==> src/rtl/serial_adder_pkg.sv <==
// Shared definitions for the bit-serial adder: FSM state encoding and default width.
package serial_adder_pkg;

  localparam int DEFAULT_WIDTH = 8;

  typedef enum logic [1:0] {
    ST_IDLE = 2'd0,
    ST_RUN  = 2'd1,
    ST_DONE = 2'd2
  } state_t;

endpackage : serial_adder_pkg

==> src/rtl/serial_fa.sv <==
// Combinational full adder assembled from two half-adder cells plus an OR for the carry.
module half_adder (
  input  logic x,
  input  logic y,
  output logic s,
  output logic c
);
  assign s = x ^ y;
  assign c = x & y;
endmodule : half_adder

module serial_fa (
  input  logic x,
  input  logic y,
  input  logic cin,
  output logic s,
  output logic co
);
  logic p;
  logic g_xy;
  logic g_pc;

  half_adder u_ha_xy (.x(x), .y(y),   .s(p), .c(g_xy));
  half_adder u_ha_pc (.x(p), .y(cin), .s(s), .c(g_pc));

  // At most one of the two half-adder carries can be set, so OR equals the sum.
  assign co = g_xy | g_pc;
endmodule : serial_fa

==> src/rtl/serial_adder.sv <==
// LSB-first bit-serial adder: one full-adder step per clock, start/busy/done handshake,
// result held in sum/cout until the next operation completes.
module serial_adder
  import serial_adder_pkg::*;
#(
  parameter int WIDTH = DEFAULT_WIDTH
) (
  input  logic             clk,
  input  logic             rst,
  input  logic             start,
  input  logic [WIDTH-1:0] a,
  input  logic [WIDTH-1:0] b,
  output logic             busy,
  output logic             done,
  output logic [WIDTH-1:0] sum,
  output logic             cout
);

  localparam int CW = $clog2(WIDTH);
  localparam logic [CW-1:0] LAST_BIT = CW'(WIDTH - 1);

  state_t           state_reg, state_next;
  logic [WIDTH-1:0] sa_reg, sb_reg;
  logic [WIDTH-2:0] r_reg;
  logic             carry_reg;
  logic [CW-1:0]    count_reg;
  logic [WIDTH-1:0] sum_reg;
  logic             cout_reg;

  logic             fa_s, fa_co;
  logic             accept;
  logic             last_step;
  logic [WIDTH-1:0] r_shift;

  serial_fa u_fa (
    .x  (sa_reg[0]),
    .y  (sb_reg[0]),
    .cin(carry_reg),
    .s  (fa_s),
    .co (fa_co)
  );

  // A new request is taken in IDLE and also in DONE for back-to-back operation.
  assign accept    = start && (state_reg != ST_RUN);
  assign last_step = (state_reg == ST_RUN) && (count_reg == LAST_BIT);
  // Only the upper WIDTH-1 partial bits are kept; the new bit enters at the MSB.
  assign r_shift   = {fa_s, r_reg};

  always_ff @(posedge clk) begin
    if (rst) begin
      state_reg <= ST_IDLE;
    end else begin
      state_reg <= state_next;
    end
  end

  always_comb begin
    state_next = state_reg;
    case (state_reg)
      ST_IDLE: if (start) state_next = ST_RUN;
      ST_RUN:  if (last_step) state_next = ST_DONE;
      ST_DONE: state_next = start ? ST_RUN : ST_IDLE;
      default: state_next = ST_IDLE;
    endcase
  end

  always_ff @(posedge clk) begin
    if (rst) begin
      sa_reg    <= '0;
      sb_reg    <= '0;
      r_reg     <= '0;
      carry_reg <= 1'b0;
      count_reg <= '0;
      sum_reg   <= '0;
      cout_reg  <= 1'b0;
    end else if (accept) begin
      sa_reg    <= a;
      sb_reg    <= b;
      r_reg     <= '0;
      carry_reg <= 1'b0;
      count_reg <= '0;
    end else if (state_reg == ST_RUN) begin
      sa_reg    <= sa_reg >> 1;
      sb_reg    <= sb_reg >> 1;
      r_reg     <= r_shift[WIDTH-1:1];
      carry_reg <= fa_co;
      if (last_step) begin
        count_reg <= '0;
        sum_reg   <= r_shift;
        cout_reg  <= fa_co;
      end else begin
        count_reg <= count_reg + 1'b1;
      end
    end
  end

  assign busy = (state_reg == ST_RUN);
  assign done = (state_reg == ST_DONE);
  assign sum  = sum_reg;
  assign cout = cout_reg;

endmodule : serial_adder

==> config.mk <==
export PLATFORM = sky130hd
export DESIGN_NAME = serial_adder
export DESIGN_NICKNAME = d
export VERILOG_FILES = /design/src/rtl/serial_adder_pkg.sv /design/src/rtl/serial_fa.sv /design/src/rtl/serial_adder.sv
export SDC_FILE = /design/constraint.sdc
export NUM_CORES = 1
export LEC_CHECK = 0
export ABC_AREA = 1
export ABC_CLOCK_PERIOD_IN_PS = 2600
export CAP_MARGIN = 5
export CORE_MARGIN = 2
export CORE_UTILIZATION = 47
export CTS_CLUSTER_SIZE = 8
export DETAILED_ROUTE_END_ITERATION = 10
export PLACE_DENSITY = 0.73
export SLEW_MARGIN = 10
export SYNTH_ARGS = -nofsm -noshare
export SYNTH_HDL_FRONTEND = slang
export SYNTH_HIERARCHICAL = 1
export SYNTH_SLANG_ARGS = --single-unit
==> constraint.sdc <==
create_clock -name clk -period 2.6 [get_ports clk]
set_input_delay 0.26 -clock clk [delete_from_list [all_inputs] [get_ports clk]]
set_output_delay 0.26 -clock clk [all_outputs]
set_load 0.02 [all_outputs]
After elaboration in Yosys (flattened, before gate mapping)
Cells that the tools add are included.
{"block": "op_classes", "n_bitwise": 6, "shifts": 0, "n_eq_ne": 6, "div_mod_pow": 0, "order_cmp": 0, "addsub": 1, "muxes": 9, "mul": 0, "n_reduce_logical": 7}
{"cell": "$mux W8", "n": 4}
{"cell": "$pmux W2 S3", "n": 1}
{"cell": "$mux W2", "n": 2}
{"cell": "$ne A2 B1 Y1 const B", "n": 2}
{"cell": "$add A3 B1 Y3 const B", "n": 1}
{"cell": "$eq A3 B3 Y1 const B", "n": 1}
{"cell": "$mux W3", "n": 1}
{"cell": "$reduce_and A3 Y1", "n": 1}
{"cell": "$and A1 B1 Y1", "n": 2}
{"cell": "$eq A2 B1 Y1 const B", "n": 1}
{"cell": "$eq A2 B2 Y1 const B", "n": 1}
{"cell": "$logic_and A1 B1 Y1", "n": 2}
{"cell": "$logic_not A2 Y1", "n": 1}
{"cell": "$ne A2 B2 Y1 const B", "n": 1}
{"cell": "$reduce_and A2 Y1", "n": 1}
{"cell": "$reduce_bool A2 Y1", "n": 1}
{"cell": "$reduce_or A2 Y1", "n": 1}
{"cell": "$xor A1 B1 Y1", "n": 2}
{"cell": "$mux W1", "n": 1}
{"cell": "$not A1 Y1", "n": 1}
{"cell": "$or A1 B1 Y1", "n": 1}
{"block": "totals", "input_bits": 19, "reg_bits": 38, "n_memories": 0, "word_cells": 37, "latch_bits": 0, "output_inout_bits": 11, "mem_bits_rw": 0, "mem_bits_ro": 0}

Logic depth before layout (Yosys ltp)
{"block": "logic_depth", "ltp_word": 4, "ltp_mapped": 8}

Modules after synthesis
Netlist, hierarchy kept.
{"mod": "serial_adder", "cells_per_inst": 220, "area_per_inst_um2": 1609.0, "n_inst": 1}
{"mod": "half_adder", "cells_per_inst": 1, "area_per_inst_um2": 12.5, "n_inst": 2}
{"mod": "serial_fa", "cells_per_inst": 3, "area_per_inst_um2": 11.3, "n_inst": 1}

Worst setup path after synthesis
No wires, ideal clock.
{"block": "synth_timing", "kind": "register -> register", "startpoint": "register count_reg[0]", "endpoint": "register sum_reg[7], in the netlist sum[7]", "n_path_buf": 0, "t_arrival_ns": 1.023, "path_stages_with_launch": 9, "slack_ns": 1.464, "setup_time_ns": 0.113, "path_cell_list": "dfxtp_1 > ha_1 > ha_1 > inv_1 > nor2_2 > nand2_1 > inv_2 > nand2_1 > nand2_1"}
{"block": "synth_via", "elab_chain_len": 3}
{"element": "start, declared", "line": "serial_adder.sv:26", "rtl": "logic [CW-1:0] count_reg;"}
{"element": "start signal, assigned", "line": "serial_adder.sv:92", "rtl": "count_reg <= count_reg + 1'b1;"}
{"element": "$eq A3 B3 Y1", "line": "serial_adder.sv:45", "rtl": "assign last_step = (state_reg == ST_RUN) && (count_reg == LAST_BIT);"}
{"element": "$logic_and A1 B1 Y1", "line": "serial_adder.sv:45"}
{"element": "$reduce_and A3 Y1 (no line)"}
{"element": "end signal, assigned", "line": "serial_adder.sv:89", "rtl": "sum_reg <= r_shift;"}
{"element": "end, declared", "line": "serial_adder.sv:27", "rtl": "logic [WIDTH-1:0] sum_reg;"}
Every way passes these cells.
A chain may end at the register's enable or synchronous reset.

Worst setup path after layout
{"block": "layout_timing", "startpoint": "register state_reg[0]", "endpoint": "output busy"}
{"block": "layout_via", "elab_chain_len": 1}
{"element": "start, declared", "line": "serial_adder.sv:22", "rtl": "state_t state_reg, state_next;"}
{"element": "start signal, assigned", "line": "serial_adder.sv:53", "rtl": "state_reg <= state_next;"}
{"element": "$eq A2 B1 Y1", "line": "serial_adder.sv:97", "rtl": "assign busy = (state_reg == ST_RUN);"}
{"element": "end, declared", "line": "serial_adder.sv:13", "rtl": "output logic busy,"}
Every way passes these cells.

==> metrics.cfg <==
[setup_path]
path_cells = inv_2, nor2_4, clkdlybuf4s50_1
worstPathMaxFanout = 13
slowest_delay_ps = 670
cp_data_required_time_ps = 2340
slowest_stage = clkdlybuf4s50_1
cp-start-kind = register
cp-end-kind = output pin
crit_buf_inv = 2
path_delay_family = buffers and inverters
worst-endpoint-arrival_ps = 1730
crit_type = register to output pin

[synthesis]
synthArstFlopShare_pct = 0
syn_area_mm2 = 0.001645
synth_seq_area_share_pct = 46.24
synth_cell_types = 19
synth_edf_count = 0
syn-instance-count = 225
dominantRegCellSynth = dfxtp_1
yosysWarnings = 6
postSynthAreaPerCell_um2 = 7.313
synth_nets = 248
synth-seq-cells = 38

[placed_design]
gp_congestion = 0.7495
portBuffers = 29
placed_cells = 290
placed_area_mm2 = 0.001922
hpwl_um = 2179
place_ws_ps = 766.1

[clock_network]
tritoncts = yes
clk_latency_ps = 330
numCtsBuffers = 5
htreeDepth = 2
cts_hold_buf = 0
path_clk_slew_ps = 110
cts_buffer_depth = 2
clock-sinks = 38
clock_tree.root_cell = clkbuf_4
cts_resized = 0
post_cts_buffers = 0

[sta]
setup_viol = 0
fmaxAchievable_mhz = 501.4
fin_crit_ps = 1995
finalSetupTns_ps = 0
fin_worst_skew_ps = 7.592
worst_pin_slew_ps = 755.6
fin_crit_sh_pct = 76.71
hold_slack_ps = 468.8
maxSlewViolCount = 0
rsz0062_at_grt = false
worst_slack_ps = 605.5
finalHoldViolations = 0
max_slew_margin_pct = 49.29

[final_layout]
final_area_mm2 = 0.001967
antenna_cells = 0
regArea_um2 = 760.7
final_core_util_pct = 58.94
fillers = 349
final_layout_size_suffix_gt1_share_pct = 5.578
fin_nets = 274
multi_input_area_um2 = 704.4
layout_commonest_cell = nand2_1
syn_to_final_growth_pct = 19.54
mostFrequentLayoutCells = nand2_1 (70), nand3_1 (53), dfxtp_1 (38), clkdlybuf4s50_1 (29), inv_1 (20)
final_cells = 297

[grt]
grt_pass1_vias = 1280
grt_pass1_wl_um = 5630
grt_max_degree = 43
antenna_found_initial = 0
grt_usage_pct = 17.60
grt-ovfl-total = 0

[power]
seqPwrFrac_pct = 60.0
power.leakage_nw = 0.9037
switchingPower_mw = 0.2587
p_clk_share_pct = 27.3
p_comb_share_pct = 12.7
p_per_area_mw_per_mm2 = 517.3
total_power_mw = 1.017
vdd_ir_drop_max_mv = 0.3370
switching_share_pct = 25.43
p_int_mw = 0.7587

[drt]
vias = 1436
postRouteAntennaNets = 0
drc_errors = 0
avgRoutedWirePerCell_um = 10.86
wirelength_um = 3225
vias_per_cell = 4.835
drt_first_iter_violations = 78
dr.pass1.iters = 4

[die]
initial_core_util_pct = 49.31
row_count = 21
fp.dieH_um = 63.17
die_area_mm2 = 0.003990
io-pin-count = 30
core_mm2 = 0.003337
die_w_um = 63.17

[min_path]
min_path_type = register to register

[status]
status = finished, final reports clean

[run]
drv_cap = 0

==> worst reg2reg max path: cells and delay by family, from the launching register on <==
kind / cells / cell delay, ps
simple gates: 5 / 950
buf+inv: 2 / 220
flops: 1 / 350
==> cell usage after synthesis, types with 3 or more instances <==
master / number / share of area [%]
a21oi_1: 14 / 4.3
dfxtp_1: 38 / 46
nand2_1: 70 / 16
inv_2: 3 / 0.68
nand3_1: 53 / 16
nor2_1: 4 / 0.91
ha_1: 4 / 3.0
buf_4: 5 / 2.3
inv_1: 20 / 4.6
buf_2: 3 / 0.91
buf_6: 3 / 2.1
==> logic make-up after synthesis <==
logic type	after synthesis	synth area share (%)
AND/OR/NAND/NOR	131	34.90
flip-flops	38	46.24
buffers and inverters	36	10.95
AO/OA/AOI/OAI	16	4.867
adder cells (fa/ha/maj)	4	3.042
==> layout make-up <==
| class | instances | share of cell area, % |
|---|---|---|
| sequential | 38 | 38.68 |
| multi-input combinational | 151 | 35.81 |
| timing repair buffer | 32 | 15.90 |
| inverter | 23 | 4.389 |
| tap | 46 | 2.926 |
| clock buffer | 7 | 2.290 |
==> metal layers <==
metal	part of all wire, %	track usage [%]
met1	50	23.07
met2	44	27.13
met3	5.1	5.893
met4	1.2	5.833
met5	0	0
==> power by group through the flow <==
stage | clock network, mW | logic (mW) | registers (mW)
after floorplan | 0 | 0.0949 | 0.622
after CTS | 0.284 | 0.130 | 0.611
after detailed placement | 0 | 0.129 | 0.624
after global routing | 0.309 | 0.146 | 0.614
final | 0.278 | 0.129 | 0.611
after global placement | 0 | 0.128 | 0.624
==> final timing paths <==
check | endpoint | cells after the start | slack [ps] | start
worst max register to register | sum[7] | 7 | 1030 | state_reg[1]
worst max-delay path | busy | 3 | 610 | state_reg[0]
worst min register to register | sum[2] | 2 | 470 | r_reg[2]
worst min-delay path | sum[2] | 2 | 470 | r_reg[2]
No activity file was read; power rests on OpenSTA's default activity.
